## config.mk

```make
export PLATFORM = sky130hd
export DESIGN_NAME = wb_write_arbiter
export DESIGN_NICKNAME = d
export VERILOG_FILES = /design/src/rtl/wb_write_arbiter_pkg.sv /design/src/rtl/wb_skid_fifo.sv /design/src/rtl/wb_write_arbiter.sv
export SDC_FILE = /design/constraint.sdc
export NUM_CORES = 1
export LEC_CHECK = 0
export ABC_AREA = 1
export BUFFER_PORTS_ARGS = -buffer_cell sky130_fd_sc_hd__buf_2
export CORE_ASPECT_RATIO = 1.75
export CORE_MARGIN = 2
export CORE_UTILIZATION = 50
export CTS_BUF_LIST = sky130_fd_sc_hd__clkbuf_2
export DETAILED_ROUTE_END_ITERATION = 8
export HOLD_SLACK_MARGIN = 0.05
export PLACE_DENSITY = 0.71
export SLEW_MARGIN = 0
export SYNTH_ARGS = -nofsm -noshare
export SYNTH_HDL_FRONTEND = slang
export SYNTH_HIERARCHICAL = 1
export SYNTH_SLANG_ARGS = --single-unit
```

## constraint.sdc

```tcl
create_clock -name clk -period 3.55 [get_ports clk]
set_input_delay 0.1775 -clock clk [delete_from_list [all_inputs] [get_ports clk]]
set_output_delay 0.1775 -clock clk [all_outputs]
set_load 0.1 [all_outputs]
```

## src/rtl/wb_write_arbiter_pkg.sv

```systemverilog
// Shared sizes and grant encodings for the write-back arbiter.
// Also carries the legacy register-file size defines used by neighbouring blocks.
`ifndef WB_WRITE_ARBITER_DEFINES
`define WB_WRITE_ARBITER_DEFINES
`define DataSize 32
`define RegAddrSize 5
`define DataBusReset 32'h0000_0000
`endif

package wb_write_arbiter_pkg;
   localparam int DATA_SIZE     = `DataSize;
   localparam int REG_ADDR_SIZE = `RegAddrSize;
   localparam logic WB_REQ_ALU  = 1'b0;
   localparam logic WB_REQ_LSU  = 1'b1;
endpackage

```

## src/rtl/wb_skid_fifo.sv

```systemverilog
// Per-requester write-back FIFO holding {addr,data} entries.
// Exposes every entry's address and valid bit for the pending-write hazard compare.
module wb_skid_fifo
   import wb_write_arbiter_pkg::*;
#(
   parameter int DATA_W = DATA_SIZE,
   parameter int ADDR_W = REG_ADDR_SIZE,
   parameter int DEPTH  = 2
) (
   input  logic                         clk,
   input  logic                         resetN,
   input  logic                         push,
   input  logic                         pop,
   input  logic [ADDR_W+DATA_W-1:0]     din,
   output logic [ADDR_W+DATA_W-1:0]     head,
   output logic                         headValid,
   output logic                         ready,
   output logic [DEPTH-1:0][ADDR_W-1:0] entryAddr,
   output logic [DEPTH-1:0]             entryValid
);
   localparam int ENTRY_W = ADDR_W + DATA_W;
   localparam int PTR_W   = $clog2(DEPTH);
   localparam int CNT_W   = PTR_W + 1;

   logic [ENTRY_W-1:0] mem_r [DEPTH];
   logic [PTR_W-1:0]   wr_ptr_r;
   logic [PTR_W-1:0]   rd_ptr_r;
   logic [CNT_W-1:0]   count_r;
   logic [CNT_W-1:0]   count_next_s;
   logic [DEPTH-1:0]   valid_r;
   logic [DEPTH-1:0]   valid_next_s;
   logic               ready_r;
   logic               push_s;
   logic               pop_s;

   // Never write past full or read an empty slot, whatever the caller does.
   assign push_s = push & ready_r;
   assign pop_s  = pop & valid_r[rd_ptr_r];

   // Next occupancy and per-slot valid bits.
   always_comb begin
      count_next_s = count_r;
      valid_next_s = valid_r;
      if (push_s && !pop_s) begin
         count_next_s = count_r + CNT_W'(1);
      end else if (!push_s && pop_s) begin
         count_next_s = count_r - CNT_W'(1);
      end else begin
         count_next_s = count_r;
      end
      if (pop_s) begin
         valid_next_s[rd_ptr_r] = 1'b0;
      end else begin
         valid_next_s[rd_ptr_r] = valid_r[rd_ptr_r];
      end
      if (push_s) begin
         valid_next_s[wr_ptr_r] = 1'b1;
      end else begin
         valid_next_s[wr_ptr_r] = valid_next_s[wr_ptr_r];
      end
   end

   // Storage, pointers and the registered ready flag.
   always_ff @(posedge clk or negedge resetN) begin
      if (!resetN) begin
         for (int i = 0; i < DEPTH; i++) begin
            mem_r[i] <= {ENTRY_W{1'b0}};
         end
         wr_ptr_r <= {PTR_W{1'b0}};
         rd_ptr_r <= {PTR_W{1'b0}};
         count_r  <= {CNT_W{1'b0}};
         valid_r  <= {DEPTH{1'b0}};
         ready_r  <= 1'b0;
      end else begin
         if (push_s) begin
            mem_r[wr_ptr_r] <= din;
            wr_ptr_r        <= wr_ptr_r + PTR_W'(1);
         end
         if (pop_s) begin
            rd_ptr_r <= rd_ptr_r + PTR_W'(1);
         end
         count_r <= count_next_s;
         valid_r <= valid_next_s;
         // Based on the next count, so a full FIFO drops ready even while popping.
         ready_r <= (count_next_s < CNT_W'(DEPTH));
      end
   end

   // Per-slot address view for the hazard compare.
   always_comb begin
      for (int i = 0; i < DEPTH; i++) begin
         entryAddr[i] = mem_r[i][ENTRY_W-1 -: ADDR_W];
      end
   end

   assign head       = mem_r[rd_ptr_r];
   assign headValid  = valid_r[rd_ptr_r];
   assign ready      = ready_r;
   assign entryValid = valid_r;
endmodule

```

## src/rtl/wb_write_arbiter.sv

```systemverilog
// Round-robin sharing of the register-file write port between ALU and LSU write-back.
// Optional macro WBARB_FWD_EN adds write-cycle forwarding outputs to the decoder.
module wb_write_arbiter
   import wb_write_arbiter_pkg::*;
#(
   parameter int DATA_W = DATA_SIZE,
   parameter int ADDR_W = REG_ADDR_SIZE,
   parameter int DEPTH  = 2
) (
   input  logic              clk,
   input  logic              resetN,
   input  logic              aluValid,
   output logic              aluReady,
   input  logic [ADDR_W-1:0] aluAddr,
   input  logic [DATA_W-1:0] aluData,
   input  logic              lsuValid,
   output logic              lsuReady,
   input  logic [ADDR_W-1:0] lsuAddr,
   input  logic [DATA_W-1:0] lsuData,
   output logic              wrEnOut,
   output logic [ADDR_W-1:0] wrAddrOut,
   output logic [DATA_W-1:0] wrDataOut,
   input  logic [ADDR_W-1:0] readAddrF,
   input  logic [ADDR_W-1:0] readAddrS,
   output logic              hazardF,
   output logic              hazardS,
`ifdef WBARB_FWD_EN
   output logic              fwdValidF,
   output logic              fwdValidS,
   output logic [DATA_W-1:0] fwdDataF,
   output logic [DATA_W-1:0] fwdDataS,
`endif
   output logic              busy
);
   localparam int ENTRY_W = ADDR_W + DATA_W;
   localparam logic [ADDR_W-1:0] ADDR_ZERO = {ADDR_W{1'b0}};

   logic [ENTRY_W-1:0]         alu_head_s, lsu_head_s, win_head_s;
   logic                       alu_hv_s, lsu_hv_s;
   logic [DEPTH-1:0][ADDR_W-1:0] alu_eaddr_s, lsu_eaddr_s;
   logic [DEPTH-1:0]           alu_evld_s, lsu_evld_s;
   logic                       alu_push_s, lsu_push_s;
   logic                       grant_alu_s, grant_lsu_s;
   logic                       rr_r;
   logic                       wr_en_r;
   logic [ADDR_W-1:0]          wr_addr_r;
   logic [DATA_W-1:0]          wr_data_r;
   logic                       wr_hit_f_s, wr_hit_s_s;

   function automatic logic entry_hit(input logic [ADDR_W-1:0] a,
                                      input logic [DEPTH-1:0][ADDR_W-1:0] addrs,
                                      input logic [DEPTH-1:0] vld);
      logic hit;
      hit = 1'b0;
      for (int i = 0; i < DEPTH; i++) begin
         hit = hit | (vld[i] & (addrs[i] == a));
      end
      return hit;
   endfunction

   // x0 writes complete the handshake but never occupy a slot.
   assign alu_push_s = aluValid & aluReady & (aluAddr != ADDR_ZERO);
   assign lsu_push_s = lsuValid & lsuReady & (lsuAddr != ADDR_ZERO);

   wb_skid_fifo #(.DATA_W(DATA_W), .ADDR_W(ADDR_W), .DEPTH(DEPTH)) u_alu_fifo (
      .clk(clk), .resetN(resetN), .push(alu_push_s), .pop(grant_alu_s),
      .din({aluAddr, aluData}), .head(alu_head_s), .headValid(alu_hv_s),
      .ready(aluReady), .entryAddr(alu_eaddr_s), .entryValid(alu_evld_s)
   );

   wb_skid_fifo #(.DATA_W(DATA_W), .ADDR_W(ADDR_W), .DEPTH(DEPTH)) u_lsu_fifo (
      .clk(clk), .resetN(resetN), .push(lsu_push_s), .pop(grant_lsu_s),
      .din({lsuAddr, lsuData}), .head(lsu_head_s), .headValid(lsu_hv_s),
      .ready(lsuReady), .entryAddr(lsu_eaddr_s), .entryValid(lsu_evld_s)
   );

   // Round-robin grant: on contention the requester not granted last time wins.
   always_comb begin
      grant_alu_s = 1'b0;
      grant_lsu_s = 1'b0;
      if (alu_hv_s && lsu_hv_s) begin
         if (rr_r == WB_REQ_LSU) begin
            grant_alu_s = 1'b1;
         end else begin
            grant_lsu_s = 1'b1;
         end
      end else if (alu_hv_s) begin
         grant_alu_s = 1'b1;
      end else if (lsu_hv_s) begin
         grant_lsu_s = 1'b1;
      end else begin
         grant_alu_s = 1'b0;
         grant_lsu_s = 1'b0;
      end
   end

   assign win_head_s = grant_lsu_s ? lsu_head_s : alu_head_s;

   // Last-grant pointer and the registered register-file write port.
   always_ff @(posedge clk or negedge resetN) begin
      if (!resetN) begin
         rr_r      <= WB_REQ_LSU;
         wr_en_r   <= 1'b0;
         wr_addr_r <= {ADDR_W{1'b0}};
         wr_data_r <= {DATA_W{1'b0}};
      end else begin
         wr_en_r <= grant_alu_s | grant_lsu_s;
         if (grant_alu_s || grant_lsu_s) begin
            rr_r      <= grant_lsu_s ? WB_REQ_LSU : WB_REQ_ALU;
            wr_addr_r <= win_head_s[ENTRY_W-1 -: ADDR_W];
            wr_data_r <= win_head_s[DATA_W-1:0];
         end
      end
   end

   assign wr_hit_f_s = wr_en_r & (readAddrF == wr_addr_r);
   assign wr_hit_s_s = wr_en_r & (readAddrS == wr_addr_r);

   // Pending-write hazard; with forwarding the in-flight write is served instead.
   always_comb begin
      hazardF = 1'b0;
      hazardS = 1'b0;
      if (readAddrF != ADDR_ZERO) begin
         hazardF = entry_hit(readAddrF, alu_eaddr_s, alu_evld_s)
                 | entry_hit(readAddrF, lsu_eaddr_s, lsu_evld_s)
`ifndef WBARB_FWD_EN
                 | wr_hit_f_s
`endif
                 ;
      end else begin
         hazardF = 1'b0;
      end
      if (readAddrS != ADDR_ZERO) begin
         hazardS = entry_hit(readAddrS, alu_eaddr_s, alu_evld_s)
                 | entry_hit(readAddrS, lsu_eaddr_s, lsu_evld_s)
`ifndef WBARB_FWD_EN
                 | wr_hit_s_s
`endif
                 ;
      end else begin
         hazardS = 1'b0;
      end
   end

`ifdef WBARB_FWD_EN
   assign fwdValidF = wr_hit_f_s & (readAddrF != ADDR_ZERO);
   assign fwdValidS = wr_hit_s_s & (readAddrS != ADDR_ZERO);
   assign fwdDataF  = fwdValidF ? wr_data_r : {DATA_W{1'b0}};
   assign fwdDataS  = fwdValidS ? wr_data_r : {DATA_W{1'b0}};
`endif

   assign wrEnOut   = wr_en_r;
   assign wrAddrOut = wr_addr_r;
   assign wrDataOut = wr_data_r;
   assign busy      = (|alu_evld_s) | (|lsu_evld_s) | wr_en_r;
endmodule

```

==> results.rst, run 1 <==
.. list-table::
   :header-rows: 1

   * - Metric
     - Value
   * - Run status
     - complete, no violations
   * - Pins Over Slew Limit
     - 0
   * - Number of synthesized register bits
     - between 200 and 250
   * - Power share of the sequential group
     - 0.373
   * - Internal power contribution
     - between 5 and 6 mW
   * - CTS tree
     - built
   * - Gate Count Post-Synth
     - around 1,300
   * - Top cell by count, worst path
     - nor2_1
   * - Category of the worst setup path capture point
     - output pin
   * - Met2 wire length
     - 13.4 mm
   * - Number of top-level pins
     - around 130
   * - Number of global-route vias before repair
     - around 9,000
   * - Achievable clock frequency
     - approximately 0.39 GHz
   * - Depth of the most critical reg-to-reg path
     - 11
   * - Area used by multi-input combinational logic
     - about 4000 um2
   * - Startpoint class of the critical path
     - flip-flop
   * - R2r startpoint
     - u_lsu_fifo/rd_ptr_r
   * - Maximum number of pins on one net before global-route repair
     - 93
   * - Number of buffer cells added on primary ports
     - between 100 and 150
   * - Power share of the combinational group
     - 0.488
   * - Post-CTS Resized
     - 0
   * - Clk Latency, worst-skew pair
     - approximately 0.80 ns
   * - Number of antenna violations at the first check in global routing
     - 1
   * - Maximum ir drop on the vdd rail
     - 0.639 mV
   * - Final worst path period need
     - ~2.6 ns
   * - Starting utilization of the core area
     - 0.512
   * - Net switching share of the total power
     - 0.513
   * - Violation count after the first detailed-routing iteration
     - 654
   * - Placed instance count
     - approximately 1,600
   * - Clock transition time at the flip-flop clock pins of the worst setup and hold paths
     - 0.11 ns
   * - Average cell area after synthesis
     - 7.58 um2
   * - Cell type contributing the most total cell area after synthesis
     - dfrtp_1
   * - Netlist Area Pre-Place
     - 10,100 um2
   * - Switching power of the nets
     - 5.64 mW
   * - Area share of the largest cell type after synthesis
     - 0.495
   * - Post-layout net count
     - ~1,600
   * - CTS Sinks
     - around 200
   * - Final worst hold slack
     - around 0.17 ns
   * - Setup Crit Path Kind
     - reg2out
   * - Post-route core utilization
     - 0.599
   * - Average wire length per cell after detail routing
     - about 15 um
   * - CTS Root Buffer Type
     - clkbuf_2
   * - Chip Height
     - 192 um
   * - Remaining routing DRC violations
     - 0
   * - Num rows
     - 68
   * - Area of all sequential standard cells
     - 5030 um2
   * - Crit path buf inv count
     - 2
   * - Post-route cell area
     - roughly 12,000 um2
   * - Data arrival time of the critical path
     - around 2.4 ns
   * - Drt total wl
     - 27.1 mm
   * - Critical register-to-register path endpoint
     - u_lsu_fifo/count_r[0]
   * - Overflow left after global routing
     - 0
   * - RSZ-0062 raised after global routing
     - false
   * - Number of warnings reported in the yosys synthesis log
     - 6
   * - Number of buffers inserted by post-CTS setup repair
     - 0
   * - Number of filler cells placed in the layout
     - around 1,900
   * - Worst endpoint required time
     - ~3.4 ns
   * - Total power density per cell area
     - between 900 and 1000 nW/um2
   * - Final hold violation count
     - 0
   * - Slowest cell on crit path
     - dfrtp_1
   * - Sequential share of the synthesized area
     - 0.498
   * - Wire length of the first global-routing pass
     - roughly 44 mm
   * - Max-cap violations
     - 0
   * - Number of distinct library cells after synthesis
     - 25
   * - Portion of total power attributed to the clock network
     - 0.139
   * - Top cells by area in the synthesized netlist
     - dfrtp_1 50%, nand2_1 22%, nand3_1 4.9%
   * - Period Utilization, post-route
     - 0.729
   * - Met3 wirelength from detailed routing
     - 1.28 mm
   * - Layout Cells excl Fill
     - approximately 1,800
   * - Layout area overhead
     - 17.1%
   * - Synthesized Nets
     - roughly 1,400
   * - DPL Wire Length
     - 17.8 mm
   * - Worst Hold Launch
     - aluData[12]
   * - Largest clock skew in the final design
     - 0.0960 ns
   * - Setup total negative slack
     - 0 ns
   * - Lkg Pwr
     - 6.57 nW
   * - Hold Path Stages
     - 4
   * - Core Footprint
     - between 15,000 and 20,000 um2
   * - Horiz. Die Dim
     - around 110 um
   * - Routability cong.
     - just over 0.9
   * - Critical path's largest stage delay
     - between 0.4 and 0.5 ns
   * - Final setup viols
     - 0
   * - Initial DRT Pass Iterations
     - 5
   * - Number of buffers on the longest clock path
     - 3
   * - Antenna-violating nets left
     - 0
   * - Pin slew with the least headroom to its limit
     - just under 0.9 ns
   * - Setup slack on the worst flop-to-flop path
     - between 1 and 1.5 ns
   * - Total CTS buffers
     - 48
   * - Vias
     - just over 9,000
   * - Max transition margin
     - 0.411
   * - Top routing layer in use
     - met4
   * - Path category of the worst min-delay check
     - in2reg
   * - Placed standard-cell area
     - 10,600 um2
   * - Post-route met1 wirelength
     - approximately 11 mm
   * - Gr usage total
     - 0.255
   * - Cell class contributing the biggest share of worst-path delay
     - buffers and inverters
   * - Endpoint of the worst hold-timing path
     - u_alu_fifo/mem_r[49]
   * - Crit-path cells
     - inv_1 > nand2_1 > nand2_1 > nor2_1 > nand3_1 > nand3_1 > nor2_1 > nor2_1 > buf_2
   * - CTS H-tree depth
     - 2
   * - Share of post-route cells with drive strength above 1
     - 0.160
   * - Vias per inst
     - between 5 and 6
   * - Max FO, Critical Path
     - 4
   * - Die ar.
     - 21,400 um2
cells in the mapped netlist:
master	count
a21boi_0	1
a21oi_1	2
a21oi_2	1
buf_1	1
buf_2	23
buf_4	29
buf_6	18
clkbuf_1	11
clkbuf_2	3
dfrtp_1	200
dfstp_2	1
ha_1	6
inv_1	120
inv_2	4
nand2_1	580
nand2_2	2
nand3_1	99
nor2_1	47
nor3_1	6
o211ai_1	5
o21ai_0	87
o21ai_1	58
o21ai_2	20
or2_4	2
xor2_1	7
sequential cells by signal, summed over array words and instances, names as in the netlist, 2 cells and up:
register	cells
u_alu_fifo/mem_r	64
u_lsu_fifo/mem_r	64
wrDataOut	32
u_alu_fifo/entryAddr	10
u_lsu_fifo/entryAddr	10
wrAddrOut	5
u_alu_fifo/count_r	2
u_alu_fifo/entryValid	2
u_lsu_fifo/count_r	2
u_lsu_fifo/entryValid	2
worst reg2reg max path, delay by kind of cell (launching register included):
kind / cells / cell delay, ns
AOI/OAI and AO/OA: 3 / 0.39
DFF: 1 / 0.56
and+or+nand+nor: 3 / 0.41
adders and majority gates: 1 / 0.20
buffers and inverters: 4 / 0.69
power by group through the flow:
stage	Clock (mW)	Combinational, mW	Sequential (mW)
CTS	1.57	5.37	4.09
floorplan	0	3.26	5.08
global route	1.68	5.93	4.21
global placement	0	5.19	4.10
finish	1.52	5.36	4.10
detailed placement	0	5.29	4.12
placed cells by master, fill, tap and decap left out, drive strengths merged, types with 2 or more instances in the layout:
master,synthesis,final
nand3,99,99
a21oi,3,3
nand2,582,582
nor2,47,47
ha,6,6
o21ai,165,165
dfrtp,200,200
o211ai,5,5
clkbuf,14,69
inv,124,126
or2,2,2
xor2,7,7
nor3,6,6
buf,71,141
dlygate4sd3,0,78
clkinv,0,13
metal layers:
| metal | track usage | up-vias |
|---|---|---|
| met4 | 0.0973 | 0 |
| met1 | 0.337 | 4205 |
| met5 | 0 | - |
| met2 | 0.429 | 262 |
| met3 | 0.0322 | 56 |
| li1 | - | 4527 |
cells by family after synthesis:
kind of cell / share of synthesized area
buf+inv: 0.105
flops: 0.498
fa+ha+maj: 0.00743
xor+xnor: 0.00607
compound gates: 0.0955
simple gates: 0.288
stage by stage:
step | total power, mW | worst slack, ns
after floorplan | 8.34 | 0.606
after global placement | 9.29 | 1.37
after detailed placement | 9.41 | 1.26
after CTS | 11.0 | 0.904
after global routing | 11.8 | 0.797
final | 11.0 | 0.961
worst max-delay path by stage:
stage | to | cells past startpoint | slack [ns] | startpoint
3_3_place_gp | u_lsu_fifo/ready | 12 | 1.37 | u_lsu_fifo/rd_ptr_r
2_1_floorplan | hazardF | 8 | 0.61 | wrAddrOut[3]
5_1_grt | hazardF | 9 | 0.80 | wrAddrOut[4]
3_5_place_dp | u_lsu_fifo/count_r[0] | 11 | 1.26 | u_lsu_fifo/rd_ptr_r
4_1_cts | hazardF | 9 | 0.90 | wrAddrOut[4]
6_report | hazardF | 9 | 0.96 | wrAddrOut[4]
final cells by class:
| type | instances | area share |
|---|---|---|
| sequential | 201 | 0.425 |
| multi-input combinational | 923 | 0.340 |
| timing repair buffer | 220 | 0.132 |
| inverter | 124 | 0.0393 |
| clock buffer | 68 | 0.0288 |
| tap | 245 | 0.0259 |
| clock inverter | 16 | 0.00825 |
| antenna | 1 | 0.000212 |
what timing repair did:
item	4_1_cts	5_1_grt
hold buffers	79	0
endpoints found under the hold margin	351	0
setup endpoints to repair	0	0
(Power assumes the default switching activity.)
==> inputs of run 2 (changes only) <==
Settings changed: ABC_AREA 1 to 0.
Clock period 3.55 ns to 2.4 ns, I/O delays scaled along.
==> run 2 against run 1 <==
Against the previous run:
- count of clock-buffer cells in the layout decreased by 1
- register-to-register slack got worse by 1.1 ns
- utilization increased by 1.4 points
- worst hold slack improved by 0.017 ns
- via count decreased by 24%
- synthesized cell count decreased by 40%
- power increased by 69%
- sequential share of layout area decreased by 0.92 points
- sequential power increased by 53%
- first-iteration DRC count decreased by 57%
- clock power increased by 32%
- critical endpoint unchanged
- largest cell class unchanged
==> results.rst, run 2 <==
.. list-table::
   :header-rows: 1

   * - Metric
     - Value
   * - RSZ-0062 raised after global routing
     - true
   * - Setup Crit Path Kind
     - reg2out
   * - Data arrival time of the critical path
     - between 2 and 2.5 ns
   * - Cell class contributing the biggest share of worst-path delay
     - simple AND/OR/NAND/NOR gates
   * - Startpoint class of the critical path
     - flip-flop
   * - Achievable clock frequency
     - about 0.42 GHz
   * - Sequential share of the synthesized area
     - 0.500
   * - Number of global-route vias before repair
     - 7,441
   * - Top cell types by occurrence after synthesis
     - 245 x mux2_2, 200 x dfrtp_1, 77 x nor2_1, 40 x xor2_1, 37 x o22ai_1
   * - Max-cap violations
     - 0
   * - Core Footprint
     - around 20,000 um2
   * - Depth of the most critical reg-to-reg path
     - 6
   * - Met3 wirelength from detailed routing
     - a little over 800 um
   * - Area share of the largest cell type after synthesis
     - 0.498
   * - Number of antenna violations at the first check in global routing
     - 1
   * - Die ar.
     - ~21,000 um2
   * - CTS H-tree depth
     - 2
   * - Worst Hold Launch
     - aluData[20]
   * - Post-layout net count
     - ~1,100
   * - Number of distinct library cells after synthesis
     - 33
   * - Final setup viols
     - 0
   * - Fraction of registers with async set or reset after synthesis
     - 1.00
   * - Number of synthesized register bits
     - around 200
   * - Average wire length per cell after detail routing
     - 18.6 um
   * - Netlist Area Pre-Place
     - approximately 10,000 um2
   * - Horiz. Die Dim
     - roughly 110 um
   * - Crit-path cells
     - xor2_1 > nor4_2 > nand3_1 > nand3_1 > o22a_1 > buf_12
   * - R2r startpoint
     - u_alu_fifo/ready
   * - Worst endpoint required time
     - around 2.3 ns
   * - Post-synth EDFFs
     - 0
   * - Top routing layer in use
     - met4
   * - Average cell area after synthesis
     - 12.5 um2
   * - Largest clock skew in the final design
     - a little over 0.04 ns
   * - Maximum ir drop on the vdd rail
     - between 1.5 and 2 mV
   * - Initial DRT Pass Iterations
     - 4
   * - Critical path's largest stage delay
     - 0.45 ns
   * - Number of warnings reported in the yosys synthesis log
     - 6
   * - Total CTS buffers
     - between 40 and 50
   * - Final worst hold slack
     - 0.186 ns
   * - Post-route core utilization
     - 0.614
   * - Remaining routing DRC violations
     - 0
   * - Lkg Pwr
     - ~5.7 nW
   * - Final hold violation count
     - 0
   * - Antenna-violating nets left
     - 0
   * - Gr usage total
     - 0.226
   * - Pins Over Slew Limit
     - 0
   * - Number of filler cells placed in the layout
     - 1,681
   * - Clk Latency, worst-skew pair
     - 0.72 ns
   * - Slowest cell on crit path
     - dfrtp_2
   * - Path category of the worst min-delay check
     - in2reg
   * - Num rows
     - 68
   * - Leading cell type in the layout, fill and taps excluded
     - mux2_2
   * - Run status
     - complete, no violations
   * - Cell type contributing the most total cell area after synthesis
     - dfrtp_1
   * - Vias per inst
     - between 5 and 6
   * - Share of post-route cells with drive strength above 1
     - 0.489
   * - Number of buffer cells added on primary ports
     - between 100 and 150
   * - Setup slack on the worst flop-to-flop path
     - approximately 0.17 ns
   * - Category of the worst setup path capture point
     - output pin
   * - Overflow left after global routing
     - 0
   * - Maximum number of pins on one net before global-route repair
     - between 70 and 80
   * - Pin slew with the least headroom to its limit
     - ~0.58 ns
   * - Worst setup path startpoint
     - u_alu_fifo/entryAddr[5]
   * - Post-route met1 wirelength
     - between 8 and 9 mm
   * - Ys flop type
     - dfrtp_1
   * - Clock transition time at the flip-flop clock pins of the worst setup and hold paths
     - roughly 0.10 ns
   * - Vias
     - between 6,000 and 7,000
   * - Number of buffers on the longest clock path
     - 3
   * - Routability cong.
     - 0.884
   * - Starting utilization of the core area
     - 0.509
   * - Chip Height
     - 192 um
   * - Stages on the worst setup path
     - 6
   * - Cell with the most instances after synthesis
     - mux2_2
   * - Most frequent cells in the layout
     - 245 x mux2_2, 193 x dfrtp_1, 127 x buf_2
   * - Drt total wl
     - about 24 mm
   * - Final worst path period need
     - 2.38 ns
   * - Wire length of the first global-routing pass
     - roughly 38 mm
   * - Max FO, Critical Path
     - 4
   * - Layout area overhead
     - 20.5%
   * - Gate Count Post-Synth
     - between 800 and 900
   * - Hold Path Stages
     - 3
   * - CTS tree
     - built
   * - Top cell by count, worst path
     - nand3_1
   * - DPL Wire Length
     - 16.8 mm
   * - Synthesized Nets
     - 896
   * - Total power density per cell area
     - approximately 1500 nW/um2
   * - Number of top-level pins
     - around 130
   * - Violation count after the first detailed-routing iteration
     - 284
   * - Setup total negative slack
     - 0 ns
   * - Max transition margin
     - 0.614
   * - Top cells by area in the synthesized netlist
     - dfrtp_1 50%, mux2_2 27%, xor2_1 3.5%
   * - CTS Root Buffer Type
     - clkbuf_2
   * - Crit path buf inv count
     - 1
   * - Met2 wire length
     - between 10 and 15 mm
   * - CTS Sinks
     - approximately 200
   * - Period Utilization, post-route
     - 0.993
[run 2: cell count changes after synthesis, sizes merged, moves of 30 or more]
cell / change
nand3: -85
o22ai: +37
nand2: -555
nor2: +30
xor2: +33
mux2: +261
inv: -114
o21ai: -155
[run 2: final timing paths]
| check | to |
|---|---|
| setup reg to reg | u_alu_fifo/mem_r[41] |
| setup / recovery | hazardF |
| max in group asynchronous | rr_r |
| hold / removal | u_alu_fifo/mem_r[57] |
| min in group asynchronous | u_alu_fifo/mem_r[10] |
| hold reg to reg | u_alu_fifo/ready |
[run 2: repair_timing]
item	4_1_cts	5_1_grt
buffers inserted	2	7
gates resized for setup	14	5
endpoints found under the hold margin	352	0
endpoints found under the setup margin	2	6
hold buffers	80	0
pin swaps	7	10
[run 2: cell families (layout without fill, tap and decap cells)]
logic type / Yosys count / in the layout / synth area share
mux: 261 / 261 / 0.298
flops: 201 / 201 / 0.500
simple gates: 140 / 140 / 0.0606
buf+inv: 83 / 325 / 0.0505
compound gates: 59 / 59 / 0.0372
xor+xnor: 52 / 52 / 0.0453
fa+ha+maj: 6 / 6 / 0.00747
other cells: 0 / 1 / 0
[run 2: per-layer routing]
| layer | GRT usage | up-vias |
|---|---|---|
| li1 | - | 3250 |
| met2 | 0.444 | 158 |
| met1 | 0.234 | 3416 |
| met5 | 0 | - |
| met3 | 0.0341 | 63 |
| met4 | 0.100 | 0 |
[run 2: layout make-up]
class / count / area [um2] / area share
multi-input combinational: 518 / 4560 / 0.377
antenna: 1 / 2.50 / 0.000207
clock inverter: 9 / 33.8 / 0.00279
inverter: 10 / 37.5 / 0.00310
timing repair buffer: 239 / 1800 / 0.148
clock buffer: 67 / 335 / 0.0277
sequential: 201 / 5040 / 0.416
tap: 245 / 307 / 0.0253
[run 2: where the power goes]
| group | switching (mW) | internal [mW] |
|---|---|---|
| sequential | 1.13 | 5.16 |
| clock | 1.27 | 0.731 |
| combinational | 6.09 | 4.21 |
| total | 8.49 | 10.1 |
[run 2: through the flow]
stage / setup WS (ns) / std cells / instance area (um2) / total power [mW]
finish: 0.0158 / 1290 / 12100 / 18.6
global route: -0.106 / 1290 / 12100 / 19.8
CTS: -0.0576 / 1282 / 12000 / 18.7
detailed placement: 0.293 / 1124 / 10800 / 16.5
global placement: 0.301 / 1124 / 10800 / 16.2
floorplan: 0.00983 / 802 / 10100 / 14.5
[run 2: worst min-delay path: stages]
cell,delay (ns)
dlygate4sd3_1,0.52
buf_2,0.10
mux2_2,0.13
==> inputs of run 3 (changes only) <==
Settings changed: RECOVER_POWER set to 25, TNS_END_PERCENT set to 20.
Clock period 2.4 ns to 2.5 ns, I/O delays scaled along.
==> run 3 against run 2 <==
Against the previous run:
- cell count is 1.2% lower
- clock skew grew 0.026 ns
- critical path depth stayed put
- utilization shrank 0.75 points
- design area is 1.2% lower
- count of clock-buffer cells in the layout shrank 1
- die area did not move
- setup slack better by 0.030 ns
- clock power about the same
- first-iteration DRC count down 18%
- combinational power down 5%
- routed wire length increased by 2.4%
- largest cell class unchanged
==> results.rst, run 3 (same netlist as run 2, synthesis figures left out) <==
.. list-table::
   :header-rows: 1

   * - Metric
     - Value
   * - Most frequent cells in the layout
     - 245 x mux2_2, 194 x dfrtp_1, 127 x buf_2
   * - Maximum number of pins on one net before global-route repair
     - between 80 and 90
   * - Total Power Consumption
     - roughly 18 mW
   * - CTS Sinks
     - ~200
   * - Core Footprint
     - a little under 20,000 um2
   * - Run status
     - complete, no violations
   * - Post-layout net count
     - roughly 1,100
   * - Number of filler cells placed in the layout
     - 1,698
   * - Lkg Pwr
     - around 5.6 nW
   * - Number of buffer cells added on primary ports
     - 130
   * - Layout area overhead
     - 19.0%
   * - Worst endpoint required time
     - around 2.4 ns
   * - Power share of the sequential group
     - 0.340
   * - Clk Latency, worst-skew pair
     - around 0.76 ns
   * - Data arrival time of the critical path
     - ~2.3 ns
   * - CTS Root Buffer Type
     - clkbuf_2
   * - Horiz. Die Dim
     - approximately 110 um
   * - Vias
     - between 6,000 and 7,000
   * - Total power density per cell area
     - between 1000 and 1500 nW/um2
   * - CTS H-tree depth
     - 2
   * - Final hold violation count
     - 0
   * - Leading cell type in the layout, fill and taps excluded
     - mux2_2
   * - Chip Height
     - about 190 um
   * - Overflow left after global routing
     - 0
   * - Crit-path cells
     - xor2_1 > nor4_1 > nand3_1 > nand2_1 > o22a_1 > buf_12
   * - Net switching share of the total power
     - 0.457
   * - Gr usage total
     - 0.235
   * - Internal power contribution
     - 9.70 mW
   * - Maximum ir drop on the vdd rail
     - around 1.4 mV
   * - Max FO, Critical Path
     - 4
   * - Wire length of the first global-routing pass
     - around 40 mm
   * - Setup Crit Path Kind
     - reg2out
   * - Num rows
     - 68
   * - Remaining routing DRC violations
     - 0
   * - Largest clock skew in the final design
     - 0.0672 ns
   * - Vias per inst
     - roughly 5.4
   * - CTS tree
     - built
   * - RSZ-0062 raised after global routing
     - true
   * - Violation count after the first detailed-routing iteration
     - between 200 and 250
   * - Power share of the combinational group
     - 0.549
   * - Pin slew with the least headroom to its limit
     - about 1.1 ns
   * - Final worst path period need
     - approximately 2.5 ns
   * - Routability cong.
     - between 0.9 and 1
   * - Startpoint class of the critical path
     - flip-flop
   * - Antenna-violating nets left
     - 0
   * - Number of buffers on the longest clock path
     - 3
   * - Total CTS buffers
     - 47
   * - Starting utilization of the core area
     - 0.509
   * - Pins Over Slew Limit
     - 0
   * - Category of the worst setup path capture point
     - output pin
   * - Critical path's largest stage delay
     - between 0.4 and 0.5 ns
   * - Achievable clock frequency
     - roughly 0.41 GHz
   * - Placed standard-cell area
     - between 10,000 and 15,000 um2
   * - Share of post-route cells with drive strength above 1
     - 0.484
   * - Max transition margin
     - 0.241
   * - Path category of the worst min-delay check
     - in2reg
   * - Post-route cell area
     - 12,000 um2
   * - DPL Wire Length
     - 17.4 mm
   * - Final setup viols
     - 0
   * - Number of top-level pins
     - approximately 130
   * - Clock transition time at the flip-flop clock pins of the worst setup and hold paths
     - ~0.1 ns
   * - Portion of total power attributed to the clock network
     - 0.111
   * - Number of antenna violations at the first check in global routing
     - 1
   * - Period Utilization, post-route
     - 0.982
   * - Initial DRT Pass Iterations
     - 4
   * - Switching power of the nets
     - about 8.2 mW
   * - Max-cap violations
     - 0
   * - Average wire length per cell after detail routing
     - around 19 um
   * - Drt total wl
     - roughly 25 mm
   * - Number of global-route vias before repair
     - 7,502
   * - Slowest cell on crit path
     - dfrtp_1
   * - Die ar.
     - approximately 21,000 um2
run 3: cell count changes in the layout (fill, tap and decap cells not counted), moves of 2 or more:
cell           previous run  this run
clkinv_1                  8         2
clkbuf_4                  0         3
buf_4                    22        16
dlygate4sd3_1            80        78
buf_12                    9         5
run 3: layout make-up:
type,instances,area (um2),share of cell area
inverter,10,37.5,0.00314
antenna,1,2.50,0.000209
tap,245,307,0.0256
clock buffer,66,330,0.0276
clock inverter,4,41.3,0.00345
sequential,201,5040,0.421
multi-input combinational,518,4550,0.380
timing repair buffer,229,1660,0.139
run 3: routing by layer:
metal | up-vias | part of all wire | global-route usage
met5 | - | 0 | 0
met4 | 0 | 0.035 | 0.104
met3 | 59 | 0.037 | 0.0401
met2 | 160 | 0.58 | 0.457
met1 | 3430 | 0.35 | 0.244
li1 | 3230 | - | -
run 3: power by group through the flow:
| stage | Combinational, mW | Sequential (mW) | Clock (mW) |
|---|---|---|---|
| 6_report | 9.81 | 6.07 | 1.99 |
| 5_1_grt | 10.5 | 6.28 | 2.24 |
| 4_1_cts | 9.84 | 6.07 | 2.08 |
| 3_5_place_dp | 9.67 | 6.14 | 0 |
| 3_3_place_gp | 9.49 | 6.04 | 0 |
| 2_1_floorplan | 5.82 | 8.05 | 0 |
run 3: timing repair:
action,in CTS,in global routing
setup buffers,0,3
pin swaps,3,9
hold buffers,78,0
endpoints found under the setup margin,2,2
endpoints found under the hold margin,352,0
gates resized for setup,12,6
run 3: metrics by stage:
step	hold slack [ns]	setup slack, ns	setup TNS [ns]	cells	util
2_1_floorplan	-0.171	0.0198	0	802	-
3_3_place_gp	0.222	0.442	0	1122	0.545
3_5_place_dp	0.226	0.417	0	1122	0.545
4_1_cts	0.0694	0.00288	0	1270	0.606
5_1_grt	0.0880	-0.0642	-0.108	1274	0.606
6_report	0.146	0.0461	0	1274	0.606
run 3: worst paths after layout:
check	from	end	slack [ns]	depth (start not counted)
worst max-delay path	u_lsu_fifo/entryAddr[8]	hazardS	0.05	6
worst min-delay path	lsuData[19]	u_lsu_fifo/mem_r[56]	0.15	3
worst max register to register	u_lsu_fifo/entryValid[1]	u_alu_fifo/count_r[1]	0.39	8
worst min register to register	u_lsu_fifo/count_r[1]	u_lsu_fifo/ready	0.50	1
max in group asynchronous	resetN	wrAddrOut[0]	0.38	4
min in group asynchronous	resetN	u_alu_fifo/mem_r[51]	0.68	3
run 3: critical path: cells and delay by family, from the launching register on:
family          cells  cell delay [ns]
simple gates        3             0.59
flops               1             0.45
compound gates      1             0.21
buf+inv             1             0.19
xor+xnor            1             0.17
